<file path="config.mk">
export PLATFORM = sky130hd
export DESIGN_NAME = mem_port_arbiter
export DESIGN_NICKNAME = d
export VERILOG_FILES = /design/src/rtl/mem_arb_pkg.sv /design/src/rtl/wait_counter.sv /design/src/rtl/mem_port_arbiter.sv
export SDC_FILE = /design/constraint.sdc
export NUM_CORES = 1
export LEC_CHECK = 0
export CAP_MARGIN = 10
export CORE_MARGIN = 4
export CORE_UTILIZATION = 22
export CTS_CLUSTER_DIAMETER = 100
export CTS_CLUSTER_SIZE = 14
export DETAILED_ROUTE_END_ITERATION = 12
export PLACE_DENSITY_LB_ADDON = 0.12
export SKIP_CTS_REPAIR_TIMING = 1
export SLEW_MARGIN = 0
export SYNTH_ARGS = -nofsm -noshare
export SYNTH_HDL_FRONTEND = slang
export SYNTH_HIERARCHICAL = 1
export SYNTH_SLANG_ARGS = --single-unit
</file>
<file path="constraint.sdc">
create_clock -name clk -period 2.16 [get_ports clk]
set_clock_uncertainty 0.2 [all_clocks]
set_input_delay 0.216 -clock clk [delete_from_list [all_inputs] [get_ports clk]]
set_output_delay 0.216 -clock clk [all_outputs]
set_load 0.02 [all_outputs]
</file>
<file path="src/rtl/mem_arb_pkg.sv">
`default_nettype none
// +------------------------------------------------------------------+
// | mem_arb_pkg : shared widths and return-path owner encoding        |
// | Rev 1.0                                                           |
// +------------------------------------------------------------------+
package mem_arb_pkg;

  localparam int ADDR_W_DEF   = 16;
  localparam int DATA_W_DEF   = 16;
  localparam int MAX_WAIT_DEF = 4;
  localparam int WCNT_W       = 4;

  typedef enum logic [1:0] {
    OWN_NONE = 2'd0,
    OWN_CPU  = 2'd1,
    OWN_VID  = 2'd2
  } owner_t;

endpackage
`default_nettype wire

</file>
<file path="src/rtl/wait_counter.sv">
`default_nettype none
// +------------------------------------------------------------------+
// | wait_counter : saturating refusal counter with clear and at_max   |
// | Rev 1.0                                                           |
// +------------------------------------------------------------------+
module wait_counter
  import mem_arb_pkg::*;
#(
  parameter int MAX = MAX_WAIT_DEF
) (
  input  logic clk,
  input  logic rst_n,
  input  logic inc,
  input  logic clr,
  output logic at_max
);

  localparam logic [WCNT_W-1:0] CNT_MAX = WCNT_W'(MAX);

  logic [WCNT_W-1:0] cnt;

  always_ff @(posedge clk) begin
    if (!rst_n) begin
      cnt <= '0;
    end else if (clr) begin
      cnt <= '0;
    end else if (inc && (cnt != CNT_MAX)) begin
      cnt <= cnt + 1'b1;
    end
  end

  assign at_max = (cnt == CNT_MAX);

endmodule
`default_nettype wire

</file>
<file path="src/rtl/mem_port_arbiter.sv">
`default_nettype none
// +------------------------------------------------------------------+
// | mem_port_arbiter : CPU / video sharing of a sync-read memory port |
// | Rev 1.0                                                           |
// +------------------------------------------------------------------+
module mem_port_arbiter
  import mem_arb_pkg::*;
#(
  parameter int ADDR_W   = ADDR_W_DEF,
  parameter int DATA_W   = DATA_W_DEF,
  parameter int MAX_WAIT = MAX_WAIT_DEF
) (
  input  logic              clk,
  input  logic              rst_n,
  input  logic              cpu_req,
  input  logic              cpu_we,
  input  logic [ADDR_W-1:0] cpu_addr,
  input  logic [DATA_W-1:0] cpu_wdata,
  output logic              cpu_gnt,
  output logic              cpu_stall,
  output logic              cpu_rvalid,
  output logic [DATA_W-1:0] cpu_rdata,
  input  logic              vid_req,
  input  logic [ADDR_W-1:0] vid_addr,
  output logic              vid_gnt,
  output logic              vid_rvalid,
  output logic [DATA_W-1:0] vid_rdata,
  output logic              mem_en,
  output logic              mem_we,
  output logic [ADDR_W-1:0] mem_addr,
  output logic [DATA_W-1:0] mem_wdata,
  input  logic [DATA_W-1:0] mem_rdata
);

  logic   at_max;
  owner_t rown;

  wait_counter #(.MAX(MAX_WAIT)) u_wait_counter (
    .clk    (clk),
    .rst_n  (rst_n),
    .inc    (vid_req & ~vid_gnt),
    .clr    (~vid_req | vid_gnt),
    .at_max (at_max)
  );

  // CPU wins contention until video has been refused MAX_WAIT times.
  assign cpu_gnt   = rst_n & cpu_req & (~vid_req | ~at_max);
  assign vid_gnt   = rst_n & vid_req & (~cpu_req | at_max);
  assign cpu_stall = rst_n & cpu_req & ~cpu_gnt;

  assign mem_en    = cpu_gnt | vid_gnt;
  assign mem_we    = cpu_gnt & cpu_we;
  assign mem_addr  = cpu_gnt ? cpu_addr : (vid_gnt ? vid_addr : '0);
  assign mem_wdata = cpu_gnt ? cpu_wdata : '0;

  always_ff @(posedge clk) begin
    if (!rst_n) begin
      rown <= OWN_NONE;
    end else if (cpu_gnt && !cpu_we) begin
      rown <= OWN_CPU;
    end else if (vid_gnt) begin
      rown <= OWN_VID;
    end else begin
      rown <= OWN_NONE;
    end
  end

  // Gating with rst_n drops a read that was in flight when reset arrived.
  assign cpu_rvalid = rst_n & (rown == OWN_CPU);
  assign vid_rvalid = rst_n & (rown == OWN_VID);
  assign cpu_rdata  = cpu_rvalid ? mem_rdata : '0;
  assign vid_rdata  = vid_rvalid ? mem_rdata : '0;

endmodule
`default_nettype wire

</file>
Yosys cells after proc, flatten, opt, wreduce, memory -nomap -nowiden
Cells that the tools add are included.
{ "totals": {"reg_bits": 6, "out_inout_bits": 71} }
{ "op_classes": {"add_sub_neg": 1, "n_eq_ne": 4, "muxes": 7, "n_bitwise": 19, "reduce_logical": 5} }
{ "ops": {"columns": ["operator", "n"], "rows": [
  ["$mux W16", 5],
  ["$and A1 B1 Y1", 9],
  ["$not A1 Y1", 6],
  ["$add A4 B1 Y4 const B", 1],
  ["$eq A4 B3 Y1 const B", 1],
  ["$ne A4 B3 Y1 const B", 1],
  ["$or A1 B1 Y1", 4],
  ["$reduce_or A2 Y1", 2],
  ["$eq A2 B1 Y1 const B", 1],
  ["$eq A2 B2 Y1 const B", 1],
  ["$logic_and A1 B1 Y1", 2],
  ["$mux W2", 1],
  ["$logic_not A1 Y1", 1],
  ["$mux W1", 1]
]} }

Longest topological paths before layout
Gate-level depths: netlist of the first run.
{ "depth": {"depth_word": 6, "depth_mapped": 10} }

Hierarchy
Netlist of the first run, hierarchy kept.
{ "modules_own_cells": {"columns": ["module", "n_inst", "cells_per_inst", "area_per_inst_um2", "seq_area_each_um2"], "rows": [
  ["mem_port_arbiter", 1, 143, 772.0, 40.0],
  ["wait_counter", 1, 26, 203.9, 80.1]
]} }

Least setup slack after synthesis of the first run
OpenSTA, ideal clock, no wires.
{ "synth_path": {"kind": "register -> register", "startpoint": "register u_wait_counter.cnt[0]", "endpoint": "register u_wait_counter.cnt[3]", "setup_ps": 70, "arrival_ps": 1808, "required_time_ps": 1890, "path_slack_ps": 82, "path_stages_with_launch": 11, "path_buffers": 0, "cell_sequence": "dfxtp_1 > inv_1 > ha_1 > nand3b_1 > inv_1 > nand2b_2 > nand2_1 > and2_2 > nand4_1 > or3_1 > a21oi_1"} }
{ "synth_between": {"elab_chain_cells": 6, "elab_cells_between_ends": 10, "classes_between": "1 x add/sub; 2 x eq/ne; 5 x bitwise; 2 x reduce/logical"} }
{ "synth_lines": {"columns": ["element", "line", "source"], "rows": [
  ["start, declared", "wait_counter.sv:20", "logic [WCNT_W-1:0] cnt;"],
  ["start signal, assigned", "wait_counter.sv:28", "cnt <= cnt + 1'b1;"],
  ["$eq A4 B3 Y1 *", "wait_counter.sv:32", "assign at_max = (cnt == CNT_MAX);"],
  ["via at_max", "mem_port_arbiter.sv:35", "logic at_max;"],
  ["$or A1 B1 Y1 *", "mem_port_arbiter.sv:48", "assign vid_gnt = rst_n & vid_req & (~cpu_req | at_max);"],
  ["$and A1 B1 Y1 *", "mem_port_arbiter.sv:48", null],
  ["$not A1 Y1", "mem_port_arbiter.sv:41", ".inc (vid_req & ~vid_gnt),"],
  ["$and A1 B1 Y1", "mem_port_arbiter.sv:41", null],
  ["$logic_and A1 B1 Y1", "wait_counter.sv:27", "end else if (inc && (cnt != CNT_MAX)) begin"]
]} }
Mark *: on every way through the listed nets, which the timed path passes. The rest lies on a longest branch.
A chain may end at the register's enable or synchronous reset.

Worst setup path after layout of the first run
{ "layout_path": {"startpoint": "register u_wait_counter.cnt[0]", "endpoint": "output mem_addr[12]"} }
{ "layout_between": {"elab_chain_cells": 5, "elab_cells_between_ends": 8, "classes_between": "1 x eq/ne; 2 x mux; 5 x bitwise"} }
{ "layout_lines": {"columns": ["element", "line", "source"], "rows": [
  ["$eq A4 B3 Y1 *", "wait_counter.sv:32", null],
  ["via at_max", "mem_port_arbiter.sv:35", null],
  ["$or A1 B1 Y1 or $not A1 Y1 (tied branches)", "mem_port_arbiter.sv:48, mem_port_arbiter.sv:47", null],
  ["$and A1 B1 Y1 or $or A1 B1 Y1 (tied branches)", "mem_port_arbiter.sv:48, mem_port_arbiter.sv:47", null],
  ["$mux W16 or $and A1 B1 Y1 (tied branches)", "mem_port_arbiter.sv:53, mem_port_arbiter.sv:47", null],
  ["$mux W16 *", "mem_port_arbiter.sv:53", "assign mem_addr = cpu_gnt ? cpu_addr : (vid_gnt ? vid_addr : '0);"],
  ["end, declared", "mem_port_arbiter.sv:30", "output logic [ADDR_W-1:0] mem_addr,"]
]} }
Marks and branches as above.

==> summary.txt, run 1 <==
Synth
  • Seq/Total Area, Yosys: 0.123
  • Mapped Area: 976 sq um
  • Avg Synthesized Cell Area: 5.77 sq um
  • Mapped Cells: 169
  • Top FF cell, synth: dfxtp_1
  • Ys async rst share: 0
  • Post-synth EDFFs: 0
  • Ys Warns: 6
  • Netlist cell types: 30
  • Syn_nets: 240
  • Yosys reg bits: 6

Global routing
  • Vias in the first global route: 1617
  • Total GRT Usage: 0.177
  • Global-route wire length before repair: 7540 um
  • Initial antenna violation count: 0
  • Largest net degree at the start of global routing: 59
  • Total grt overflow: 0

Power
  • Worst VDD drop: 0.187 mV
  • Reg power frac: 0.161
  • Sw frac: 0.335
  • Logic pwr share: 0.608
  • Clock share of power: 0.231
  • Psw: 0.000241 W
  • P_int: 0.000480 W
  • Leak: 1.24 nW
  • Power per cell area: 264 nW/um^2

Placement
  • RePlAce Congestion: 0.774
  • Detailed placement HPWL: 4260 um
  • PortBufs: 139
  • DP Area: 2480 sq um
  • Placed cell count: 361

STA
  • Setup TNS: -0.0890 ns
  • Fin. Hold Viols: 0
  • Final setup violation count: 4
  • Worst hold slack: 0.278 ns
  • Worst-Margin Slew: 0.414 ns
  • Slew HR: 0.723
  • RSZ-0062 raised after global routing: true
  • Final WS setup: -0.0464 ns
  • FMAX: 453 MHz
  • Crit share post-route: 1.02
  • Fin. max-slew vios: 0
  • Tmin final: 2.21 ns

Route
  • Highest metal used: met4
  • Drc violations: 0
  • Via count: 1747
  • Final wirelength: 5740 um
  • Met3 Routed Length: 726 um
  • Initial DRC count: 41
  • Routed vias/inst: 4.60
  • Final ANT Viol Nets: 0
  • TritonRoute pass-1 iters: 4
  • Routed met2 length: 2970 um
  • Metal-1 WL: 1910 um
  • Mean routed wirelength per cell: 15.1 um

Floorplan
  • Die X-Extent: 74.6 um
  • Starting Density: 0.236
  • Die area: 5570 sq um
  • Std cell rows: 23
  • I/O pins: 140
  • Core area: 4140 sq um
  • Die Ht: 74.6 um

Min path
  • HP Start: u_wait_counter/cnt[3]
  • Hold-critical path depth: 2
  • Worst min-delay path class: reg -> reg
  • Hold EP: u_wait_counter/cnt[3]

Cells and area
  • Ratio of cells with drive above 1 in the final layout: 0.303
  • Layout Utilization: 0.659
  • Nets: 403
  • Ant diodes: 0
  • Area Overhead vs Synth: 180%
  • Final Non-Filler Cells: 380
  • Post-route design area: 2730 sq um

Clocking
  • Clk buf depth: 2
  • Clock latency on the worst-skew pair: 0.22 ns
  • Clock sinks: 6
  • CTS tree: done
  • H-tree levels: 1
  • CTS Buf Count: 3
  • Clk pin slew, worst setup/hold paths: 0.04 ns
  • Clock Tree Root: clkbuf_8

Setup path
  • Worst Setup Path Type: reg -> out
  • R2r endpoint: u_wait_counter/cnt[3]
  • CP endpoint kind: output port
  • WP data required: 1.74 ns
  • R2R Setup Slk: 0.06 ns
  • CP Launch Type: flip-flop
  • Reg-to-Reg Start: u_wait_counter/cnt[1]
  • CP arrival: 1.79 ns
  • Crit-path max FO: 14
  • Worst Reg-to-Reg Cells: 11

Status
  • Failing checks: setup timing
  • Status: finished with violations

Run
  • Maxcap violations: 0
[power by group through the flow]
stage          Combinational [W]  Clock [W]  Sequential (W)
2_1_floorplan           0.000157          0        0.000117
3_3_place_gp            0.000392          0        0.000117
3_5_place_dp            0.000392          0        0.000117
4_1_cts                 0.000395   0.000173        0.000115
5_1_grt                 0.000469   0.000180        0.000116
6_report                0.000439   0.000167        0.000116
[logic make-up (layout without fill, tap and decap cells)]
family	after synthesis	after routing	synth area share
adders and majority gates	2	2	0.0256
buffers and inverters	15	176	0.0910
AOI/OAI and AO/OA	24	24	0.171
DFF	6	6	0.123
and+or+nand+nor	122	122	0.590
[cell usage in the layout (no fill, tap or decap), types with 2 or more instances in the layout]
cell type | synthesis | final
and3_1 | 6 | 6
nor2b_1 | 3 | 2
o21ai_0 | 2 | 2
dlymetal6s2s_1 | 0 | 5
a21oi_2 | 0 | 2
o22ai_4 | 0 | 3
nand2b_2 | 1 | 2
clkbuf_8 | 0 | 3
clkbuf_2 | 0 | 18
dfxtp_1 | 6 | 5
nand2_1 | 50 | 50
nand3_1 | 3 | 3
inv_2 | 0 | 3
buf_12 | 0 | 3
and2_1 | 19 | 19
nor2_1 | 28 | 28
buf_4 | 0 | 32
a21oi_1 | 4 | 2
buf_6 | 2 | 11
and3_2 | 2 | 2
o22ai_1 | 14 | 2
clkdlybuf4s50_1 | 0 | 99
o22ai_2 | 2 | 11
[Yosys cell counts (2+ instances only)]
cell	n	area share
a21oi_1	4	0.021
and2_1	19	0.12
and3_1	6	0.038
and3_2	2	0.015
buf_2	5	0.026
buf_6	2	0.023
clkbuf_1	2	0.0077
dfxtp_1	6	0.12
ha_1	2	0.026
inv_1	4	0.015
nand2_1	50	0.19
nand2b_1	3	0.019
nand3_1	3	0.015
nor2_1	28	0.11
nor2b_1	3	0.019
o21ai_0	2	0.010
o22ai_1	14	0.090
o22ai_2	2	0.026
[worst max-delay path by stage]
stage                           from               endpoint  slack, ns
6_report       u_wait_counter/cnt[0]           mem_addr[12]      -0.05
5_1_grt        u_wait_counter/cnt[0]           mem_addr[12]      -0.11
2_1_floorplan  u_wait_counter/cnt[0]  u_wait_counter/cnt[3]       0.08
3_5_place_dp                 vid_req            mem_addr[9]      -0.26
4_1_cts        u_wait_counter/cnt[0]           mem_addr[14]      -0.50
3_3_place_gp   u_wait_counter/cnt[0]           mem_addr[14]      -0.22
[routing by layer]
metal  vias up  GRT usage
li1        876          -
met1       764      0.180
met2        95      0.309
met3        12     0.0905
met4         0     0.0672
met5         -          0
[through the flow]
step                      total power [W]  worst slack [ns]
after floorplan                  0.000274            0.0819
after global placement           0.000508            -0.216
after detailed placement         0.000509            -0.258
after CTS                        0.000683            -0.495
after global routing             0.000765            -0.107
final                            0.000722           -0.0464
[worst max-delay path, cell delays in order (launching register included)]
cell and delay (ns):
dfxtp_2 0.31, inv_2 0.07, ha_4 0.13, nand3b_1 0.12, inv_2 0.13, nand2b_4 0.17, nand2_8 0.11, buf_4 0.21
o22ai_4 0.17, buf_6 0.14
[state kept, by name (all words and copies together) (netlist names)]
register            count
rown                    2
u_wait_counter/cnt      4
[area by class of cell]
type                       instances  area, sq um
tap                               50         62.6
inverter                           4         15.0
sequential                         6          121
timing repair buffer             169         1570
fill                             366         1410
clock buffer                       3         41.3
multi-input combinational        148          917
Note: power is estimated with default switching activity, not from simulation.
==> run 2: changes to the inputs <==
--- a/config.mk
+++ b/config.mk
@@ -6,6 +6,7 @@
 export NUM_CORES = 1
 export LEC_CHECK = 0
 export CAP_MARGIN = 10
+export CORE_ASPECT_RATIO = 1.5
 export CORE_MARGIN = 4
 export CORE_UTILIZATION = 22
 export CTS_CLUSTER_DIAMETER = 100
==> run 2 against run 1 <==
Effect of this change: via count shrank 3.7%; first-iteration DRC count up 71%; largest power group unchanged; cell count down 3.9%; sequential power barely moved; register-to-register slack lost 0.04 ns; utilization down 4.2 points; total power down 2.9%; maximum frequency shrank 0.23%; combinational power shrank 5.7%; die area increased by 0.39%; the run still ends with setup timing left; non-clock buffer count fell by 12.
==> summary.txt, run 2 (synthesis gave the netlist of run 1 again) <==
Status
  • Status: finished with violations (unchanged)
  • Failing checks: setup timing (unchanged)

Floorplan
  • Starting Density: 0.230 (was 0.236)
  • Std cell rows: 29 (was 23)
  • Die X-Extent: 62.4 um (was 74.6 um)
  • Die area: 5590 sq um (was 5570 sq um)
  • I/O pins: 140 (unchanged)
  • Core area: 4250 sq um (was 4140 sq um)
  • Die Ht: 89.6 um (was 74.6 um)

Placement
  • PortBufs: 139 (unchanged)
  • Placed cell count: 357 (was 361)
  • Detailed placement HPWL: 3920 um (was 4260 um)
  • RePlAce Congestion: 0.733 (was 0.774)

Min path
  • HP Start: u_wait_counter/cnt[3] (unchanged)
  • Hold-critical path depth: 2 (unchanged)
  • Hold EP: u_wait_counter/cnt[3] (unchanged)
  • Worst min-delay path class: reg -> reg (unchanged)

Power
  • Logic pwr share: 0.590 (was 0.608)
  • Power per cell area: 268 nW/um^2 (was 264 nW/um^2)
  • Clock share of power: 0.245 (was 0.231)
  • Psw: 0.000237 W (was 0.000241 W)
  • Sw frac: 0.338 (was 0.335)
  • Worst VDD drop: 0.273 mV (was 0.187 mV)
  • Leak: 1.15 nW (was 1.24 nW)
  • P_int: 0.000464 W (was 0.000480 W)
  • Reg power frac: 0.165 (was 0.161)

STA
  • Crit share post-route: 1.02 (about the same)
  • Fin. Hold Viols: 0 (unchanged)
  • Final setup violation count: 8 (was 4)
  • Worst-Margin Slew: 0.571 ns (was 0.414 ns)
  • Worst hold slack: 0.261 ns (was 0.278 ns)
  • Slew HR: 0.619 (was 0.723)
  • Fin. max-slew vios: 0 (unchanged)
  • Final WS setup: -0.0516 ns (was -0.0464 ns)
  • RSZ-0062 raised after global routing: true (unchanged)
  • Tmin final: 2.21 ns (about the same)
  • FMAX: 452 MHz (was 453 MHz)

Route
  • Via count: 1682 (was 1747)
  • Initial DRC count: 70 (was 41)
  • Mean routed wirelength per cell: 13.7 um (was 15.1 um)
  • Drc violations: 0 (unchanged)
  • Final wirelength: 4990 um (was 5740 um)
  • Final ANT Viol Nets: 0 (unchanged)
  • TritonRoute pass-1 iters: 4 (unchanged)
  • Routed vias/inst: 4.61 (was 4.60)

Clocking
  • CTS Buf Count: 3 (unchanged)
  • CTS tree: done (unchanged)
  • Clk pin slew, worst setup/hold paths: 0.04 ns (about the same)
  • Clk buf depth: 2 (unchanged)
  • Clock sinks: 6 (unchanged)
  • Clock latency on the worst-skew pair: 0.23 ns (was 0.22 ns)
  • H-tree levels: 1 (unchanged)
  • Clock Tree Root: clkbuf_8 (unchanged)

Cells and area
  • Ant diodes: 0 (unchanged)
  • Layout Utilization: 0.617 (was 0.659)
  • Most frequent cells in the layout: clkdlybuf4s50_1, nand2_1, nor2_1, buf_4, and2_1 (was clkdlybuf4s50_1, nand2_1, buf_4, nor2_1, and2_1)
  • Area Overhead vs Synth: 168% (was 180%)
  • Top Registers: u_wait_counter/cnt (4), rown (2) (unchanged)
  • Top reg by flops: u_wait_counter/cnt (unchanged)
  • Ratio of cells with drive above 1 in the final layout: 0.257 (was 0.303)
  • Max FFs per register: 4 (unchanged)
  • Commonest non-fill, non-tap cell in the layout: clkdlybuf4s50_1 (unchanged)
  • Final Non-Filler Cells: 365 (was 380)
  • Nets: 392 (was 403)

Setup path
  • CP arrival: 1.80 ns (was 1.79 ns)
  • CP endpoint kind: output port (unchanged)
  • Crit-path max FO: 8 (was 14)
  • CP Launch Type: flip-flop (unchanged)
  • R2R Setup Slk: 0.02 ns (was 0.06 ns)
  • Critical path launch point: u_wait_counter/cnt[1] (was u_wait_counter/cnt[0])
  • Worst Reg-to-Reg Cells: 12 (was 11)
  • Reg-to-Reg Start: u_wait_counter/cnt[0] (was u_wait_counter/cnt[1])
  • R2r endpoint: u_wait_counter/cnt[3] (unchanged)
  • Worst Setup Path Type: reg -> out (unchanged)
  • WP data required: 1.74 ns (about the same)

Global routing
  • Total GRT Usage: 0.154 (was 0.177)
  • Vias in the first global route: 1464 (was 1617)
  • Global-route wire length before repair: 7030 um (was 7540 um)
  • Total grt overflow: 0 (unchanged)
  • Initial antenna violation count: 0 (unchanged)
  • Largest net degree at the start of global routing: 41 (was 59)

Run
  • Maxcap violations: 0 (unchanged)
run 2: worst max path at each step:
stage | slack (ns) | to
after global routing | -0.14 | mem_addr[11]
after global placement | -0.21 | mem_addr[7]
after CTS | -0.48 | mem_addr[4]
after floorplan | 0.08 | u_wait_counter/cnt[3]
final | -0.05 | mem_addr[9]
after detailed placement | -0.24 | mem_addr[4]
run 2: layer usage:
| metal | track usage | up-vias | share of wire |
|---|---|---|---|
| li1 | - | 852 | - |
| met1 | 0.188 | 717 | 0.39 |
| met2 | 0.263 | 104 | 0.50 |
| met3 | 0.0349 | 9 | 0.085 |
| met4 | 0.0579 | 0 | 0.021 |
| met5 | 0 | - | 0 |
run 2: layout make-up:
| cell class | instances | area (sq um) |
|---|---|---|
| clock buffers | 3 | 41.3 |
| fillers | 386 | 1630 |
| inverters | 4 | 15.0 |
| multi-input cells | 149 | 898 |
| flip-flops and latches | 6 | 123 |
| well taps | 46 | 57.6 |
| repair buffers | 157 | 1480 |
run 2: power by group through the flow:
stage               registers [W]  clock network, W  logic, W
finish                   0.000116          0.000171  0.000414
global route             0.000116          0.000186  0.000443
CTS                      0.000115          0.000176  0.000392
detailed placement       0.000117                 0  0.000391
global placement         0.000117                 0  0.000389
floorplan                0.000117                 0  0.000157
run 2: critical path, stage by stage, from the launching register on:
cell and delay, ns:
dfxtp_2 0.31, inv_2 0.06, ha_4 0.13, nand3b_1 0.10, inv_2 0.11, buf_6 0.09, nand2b_4 0.17, buf_12 0.12
nand2_8 0.09, o22ai_2 0.23, buf_6 0.14
run 2: stage by stage:
step | instance area [sq um] | TNS [ns] | worst slack, ns | power (W)
2_1_floorplan | 976 | 0 | 0.0819 | 0.000274
3_3_place_gp | 2480 | -4.88 | -0.210 | 0.000506
3_5_place_dp | 2480 | -5.28 | -0.240 | 0.000508
4_1_cts | 2520 | -13.81 | -0.476 | 0.000684
5_1_grt | 2620 | -1.15 | -0.137 | 0.000744
6_report | 2620 | -0.205 | -0.0516 | 0.000701
